[src/rtl/mii_tx_pkg.sv]
// mii_tx_pkg: shared FSM states and framing constants for the MII transmit engine
package mii_tx_pkg;
   typedef enum logic [3:0] {
      IDLE, PTR_LAT, DRAIN, PREAMBLE, SFD, DATA, PAD, FCS, IFG
   } state_t;
   localparam logic [3:0]  PREAMBLE_NIB = 4'h5;
   localparam logic [3:0]  SFD_NIB      = 4'hD;
   localparam logic [31:0] CRC_POLY     = 32'hEDB88320;
   localparam logic [31:0] CRC_INIT     = 32'hFFFFFFFF;
endpackage

[src/rtl/crc32_d8.sv]
// crc32_d8: combinational one-byte update of the reflected IEEE 802.3 CRC-32
module crc32_d8
   import mii_tx_pkg::*;
(
   input  logic [31:0] crc_i,
   input  logic [7:0]  data_i,
   output logic [31:0] crc_o
);
   // shift the byte in LSB first, folding the polynomial whenever a one drops out
   always_comb begin
      crc_o = crc_i ^ {24'h0, data_i};
      for (int i = 0; i < 8; i++) crc_o = crc_o[0] ? ((crc_o >> 1) ^ CRC_POLY) : (crc_o >> 1);
   end
endmodule

[src/rtl/mii_tx_frame_ctrl.sv]
// mii_tx_frame_ctrl: descriptor-driven MII transmitter adding preamble, pad, FCS and inter-frame gap
module mii_tx_frame_ctrl
   import mii_tx_pkg::*;
#(
   parameter int MIN_LEN   = 60,
   parameter int MAX_LEN   = 1514,
   parameter int IFG_BYTES = 12
) (
   input  logic        clk,
   input  logic        rst,
   input  logic        ptr_fifo_empty,
   output logic        ptr_fifo_rd,
   input  logic [15:0] ptr_fifo_dout,
   output logic        data_fifo_rd,
   input  logic [7:0]  data_fifo_dout,
   output logic [3:0]  MII_TXD,
   output logic        MII_TX_EN,
   output logic        MII_TX_ER,
   output logic [15:0] tx_frame_cnt,
   output logic [15:0] tx_drop_cnt
);
   localparam logic [11:0] MIN_L    = 12'(MIN_LEN);
   localparam logic [11:0] MAX_L    = 12'(MAX_LEN);
   localparam logic [11:0] IFG_LAST = 12'(2 * IFG_BYTES - 1);
   state_t      state_q, state_d;
   logic [11:0] len_q, len_d, cnt_q, cnt_d, ptr_len;
   logic        phase_q, phase_d, slot, unused_hi;
   logic [7:0]  byte_q, byte_d, cur_byte;
   logic [31:0] crc_q, crc_d, crc_nxt, fcs;
   logic [15:0] frame_q, frame_d, drop_q, drop_d;
   assign ptr_len   = ptr_fifo_dout[11:0];
   assign unused_hi = ^ptr_fifo_dout[15:12];
   assign slot      = state_q inside {DATA, PAD, FCS};
   assign fcs       = ~crc_q;
   // byte 0 reaches the FIFO output only one cycle after the SFD prefetch, so every data
   // byte's low nibble is taken straight from the FIFO and the byte is held for its high nibble
   assign cur_byte  = state_q == DATA ? data_fifo_dout : state_q == FCS ? 8'(fcs >> {cnt_q[1:0], 3'b000}) : 8'h00;
   crc32_d8 u_crc (.crc_i(crc_q), .data_i(cur_byte), .crc_o(crc_nxt));
   assign ptr_fifo_rd  = ~rst & (state_q == IDLE) & ~ptr_fifo_empty;
   assign data_fifo_rd = (state_q == SFD) | (state_q == DRAIN) | ((state_q == DATA) & ~phase_q & (cnt_q + 12'd1 < len_q));
   assign MII_TX_EN    = slot | (state_q == PREAMBLE) | (state_q == SFD);
   assign MII_TXD      = state_q == PREAMBLE ? PREAMBLE_NIB : state_q == SFD ? SFD_NIB : !slot ? 4'h0 : phase_q ? byte_q[7:4] : cur_byte[3:0];
   assign MII_TX_ER    = 1'b0;
   assign tx_frame_cnt = frame_q;
   assign tx_drop_cnt  = drop_q;
   // frame sequencing: descriptor fetch, drop/drain, preamble, two-cycle byte slots, gap
   always_comb begin
      state_d = state_q;
      len_d   = len_q;
      cnt_d   = cnt_q;
      phase_d = phase_q;
      byte_d  = byte_q;
      crc_d   = crc_q;
      frame_d = frame_q;
      drop_d  = drop_q;
      case (state_q)
         IDLE: state_d = ptr_fifo_empty ? IDLE : PTR_LAT;
         PTR_LAT: begin
            len_d   = ptr_len;
            cnt_d   = '0;
            phase_d = 1'b0;
            crc_d   = CRC_INIT;
            drop_d  = ptr_len == '0 ? drop_q + 16'd1 : drop_q;
            state_d = ptr_len == '0 ? IDLE : ptr_len > MAX_L ? DRAIN : PREAMBLE;
         end
         DRAIN: begin
            cnt_d = cnt_q + 12'd1;
            if (cnt_q == len_q - 12'd1) begin
               drop_d  = drop_q + 16'd1;
               state_d = IDLE;
            end
         end
         PREAMBLE: begin
            cnt_d   = cnt_q == 12'd14 ? '0 : cnt_q + 12'd1;
            state_d = cnt_q == 12'd14 ? SFD : PREAMBLE;
         end
         SFD: state_d = DATA;
         DATA, PAD, FCS: begin
            phase_d = ~phase_q;
            if (!phase_q) begin
               byte_d = cur_byte;
               crc_d  = state_q == FCS ? crc_q : crc_nxt;
            end else begin
               cnt_d = cnt_q + 12'd1;
               if (state_q == DATA && cnt_q == len_q - 12'd1) begin
                  state_d = len_q < MIN_L ? PAD : FCS;
                  cnt_d   = len_q < MIN_L ? cnt_q + 12'd1 : '0;
               end
               if (state_q == PAD && cnt_q == MIN_L - 12'd1) begin
                  state_d = FCS;
                  cnt_d   = '0;
               end
               if (state_q == FCS && cnt_q == 12'd3) begin
                  state_d = IFG;
                  cnt_d   = '0;
                  frame_d = frame_q + 16'd1;
               end
            end
         end
         IFG: begin
            cnt_d   = cnt_q + 12'd1;
            state_d = cnt_q == IFG_LAST ? IDLE : IFG;
         end
         default: state_d = IDLE;
      endcase
   end
   // register update; reset abandons any frame in flight
   always_ff @(posedge clk or posedge rst) begin
      if (rst) begin
         state_q <= IDLE;
         len_q   <= '0;
         cnt_q   <= '0;
         phase_q <= 1'b0;
         byte_q  <= '0;
         crc_q   <= CRC_INIT;
         frame_q <= '0;
         drop_q  <= '0;
      end else begin
         state_q <= state_d;
         len_q   <= len_d;
         cnt_q   <= cnt_d;
         phase_q <= phase_d;
         byte_q  <= byte_d;
         crc_q   <= crc_d;
         frame_q <= frame_d;
         drop_q  <= drop_d;
      end
   end
endmodule

[config.mk]
export PLATFORM = sky130hd
export DESIGN_NAME = mii_tx_frame_ctrl
export DESIGN_NICKNAME = d
export VERILOG_FILES = /design/src/rtl/mii_tx_pkg.sv /design/src/rtl/crc32_d8.sv /design/src/rtl/mii_tx_frame_ctrl.sv
export SDC_FILE = /design/constraint.sdc
export NUM_CORES = 1
export LEC_CHECK = 0
export CORE_ASPECT_RATIO = 0.75
export CORE_MARGIN = 8
export CORE_UTILIZATION = 60
export DETAILED_ROUTE_END_ITERATION = 8
export HOLD_SLACK_MARGIN = 0.03
export PLACE_DENSITY = 0.84
export SYNTH_ARGS = -nofsm -noshare
export SYNTH_HDL_FRONTEND = slang
export SYNTH_HIERARCHICAL = 1
export SYNTH_SLANG_ARGS = --single-unit
[constraint.sdc]
create_clock -name clk -period 6.5 [get_ports clk]
set_clock_uncertainty 0.05 [all_clocks]
set_input_delay 0.975 -clock clk [delete_from_list [all_inputs] [get_ports clk]]
set_output_delay 0.975 -clock clk [all_outputs]
set_load 0.05 [all_outputs]
==> flow_summary.yaml <==
status:
  status: "finished clean"
logic_synthesis:
  synth.distinct_cells: 68
  synth_seq_cells: 97
  synthCells: 650
  synthArstFlopShare_pct: 100.0
  ys.flop_type: "dfrtp_1"
  synth_edf_count: 0
  yosysWarnings: 6
  syn_area_per_cell_sq_um: 10.03
  synthesis.nets: 694
  synth_area_sq_um: 6518
  ys_seq_area_share_pct: 37.86
critical_path:
  critPathArrivalTime_ps: 3770
  start_kind: "flop"
  critPathKind: "flop to primary output"
  cp_max_fo: 16
  endpoint_kind: "primary output"
  required_ps: 5470
grt:
  track_usage_pct: 22.11
  antenna_found_initial: 0
  grt_pass1_vias: 5069
  grt_max_degree: 59
  grt_overflow: 0
  grtUsageMet1_pct: 30.70
  met3_usage_pct: 4.241
  gr-max-usage-layer: "met2"
  grt_pass1_wl_microns: 25650
  gr-usage-met2_pct: 34.05
final_layout:
  diodes: 0
  layout_common_cells: "nand2_1 (83), dfrtp_1 (65), xnor2_1 (63), clkdlybuf4s50_1 (61), o21ai_0 (41)"
  regArea_sq_um: 2467
  syn_to_final_growth_pct: 15.24
  drive_above_1_share_pct: 15.43
  mostFrequentLayoutCell: "nand2_1"
  stdcell_area_sq_um: 7511
  multi_input_area_sq_um: 3831
  fillCellCount: 728
  nets: 739
timing:
  finalHoldViolations: 0
  fin_setup_tns_ps: 0
  worst_pin_slew_ps: 1261
  finalSetupViolations: 0
  fin_crit_sh_pct: 73.85
  drv_slew: 0
  rsz0062_at_grt: "no"
  max_freq_mhz: 208.3
  slew_headroom_pct: 15.05
  finalCriticalPeriod_ps: 4800
clocking:
  ctsHtreeMaxLevel: 3
  clk_pin_slew_ps: 70
  clk_latency_ps: 350
  cts_buffer_depth: 2
  postCtsSetupBuffers: 0
  numClockSinks: 97
  cts-root-buf: "clkbuf_16"
  cts_buffers: 9
  post_cts_resized: 0
  tritoncts: "yes"
  cts_hold_buffers: 0
flow_run:
  maxCapViolCount: 0
hold_path:
  hold_class: "flop to flop"
placed_design:
  gp_congestion: 0.9709
  placed_area_sq_um: 7213
  dp_hpwl_microns: 11460
  port_buffers: 61
route:
  routed_wl_microns: 15600
  drtIter0Drc: 393
  viasPerCell: 6.079
  drc: 0
  ant_nets: 0
  vias: 5106
  wire_per_inst_microns: 18.57
  first_pass_iters: 5
die:
  die_w_microns: 136.3
  die_area_sq_um: 14490
  core_area_sq_um: 10780
  io_pins: 67
  initial_core_util_pct: 60.48
  die_height_microns: 106.3
  num_rows: 33
## critical path, stage by stage (launching register included)
cell             delay, ps
dfrtp_1                630
nand4b_1               600
o21ai_0                800
mux2_2                 280
nor2_1                  40
o21ai_0                220
clkdlybuf4s50_1        850
## synthesized netlist by cell type, types with 3 or more instances
library cell  instances  area [sq um]
nand2b_1              6         37.54
nand3_1              17         85.08
mux2_2                4         45.04
o21ai_0              41         205.2
nor3_1                8         40.04
inv_1                22         82.58
nand4_1              11         68.82
nor4b_2               4         60.06
xor2_1               39         341.6
a21oi_1              14         70.07
dfstp_2              32         840.8
nor4b_1               4         35.03
and3_1                5         31.28
o22a_1               33         289.0
buf_1                 3         11.26
xnor2_2               4         65.06
mux4_2                8         180.2
dfrtp_1              65          1627
ha_1                 17         212.7
xnor2_1              63         551.8
xor2_4                5         137.6
a31oi_1               5         31.28
xnor2_4               5         137.6
nor2b_1               9         56.30
or2_2                 8         50.05
a21o_1                3         22.52
nor4_2                5         62.56
nor2_1               40         150.1
nand2_1              83         311.6
a211oi_1              3         22.52
o31a_1                3         26.28
clkbuf_1             26         97.59
nor4_1                9         56.30
## path summary, 6_finish.rpt
| path | startpoint | end | slack [ps] | cells after the start |
|---|---|---|---|---|
| min | tx_frame_cnt[15] | tx_frame_cnt[15] | 420 | 1 |
| min in group asynchronous | rst | len_q[9] | 1010 | 2 |
| max in group asynchronous | rst | byte_q[4] | 4220 | 3 |
| max reg2reg | state_q[1] | crc_q[19] | 2810 | 7 |
| min reg2reg | tx_frame_cnt[15] | tx_frame_cnt[15] | 420 | 1 |
| max | state_q[1] | MII_TXD[2] | 1700 | 6 |
## flip-flops by register name (all words and copies together) (netlist names)
register	flops
byte_q	4
cnt_q	12
crc_q	32
len_q	12
phase_q	1
state_q	4
tx_drop_cnt	16
tx_frame_cnt	16
## per-layer routing
metal | vias to the layer above | routed length, microns
met5 | - | 0
met4 | 0 | 343
met3 | 32 | 1240
met2 | 199 | 7080
met1 | 2496 | 6930
li1 | 2379 | -
## kinds of logic (layout without fill, tap and decap cells)
group,after synthesis,in the layout,share of synthesized area (%)
xor+xnor,120,120,20.14
other cells,1,1,0.05754
fa+ha+maj,17,17,3.264
buf+inv,55,105,3.475
simple gates,226,226,18.28
flops,97,97,37.86
mux,14,14,3.763
compound gates,120,120,13.17
## cell type report
cell class	count	area share [%]
multi-input cells	498	51.01
flip-flops and latches	97	32.85
repair buffers	67	8.729
clock buffers	11	3.382
well taps	140	2.332
inverters	22	1.116
clock inverters	5	0.5830
## through the flow
stage	util [%]	instances	setup slack [ps]	hold slack [ps]
after CTS	69.70	840	1676	421.7
final	69.70	840	1700	418.4
after global routing	69.70	840	1507	430.5
after floorplan	-	650	2114	390.8
after global placement	66.93	824	2117	405.9
after detailed placement	66.93	824	2079	410.5
Power is left out: the tool's default activity adds up to more than one toggle a clock period on the data nets, which glitch-free logic cannot reach.
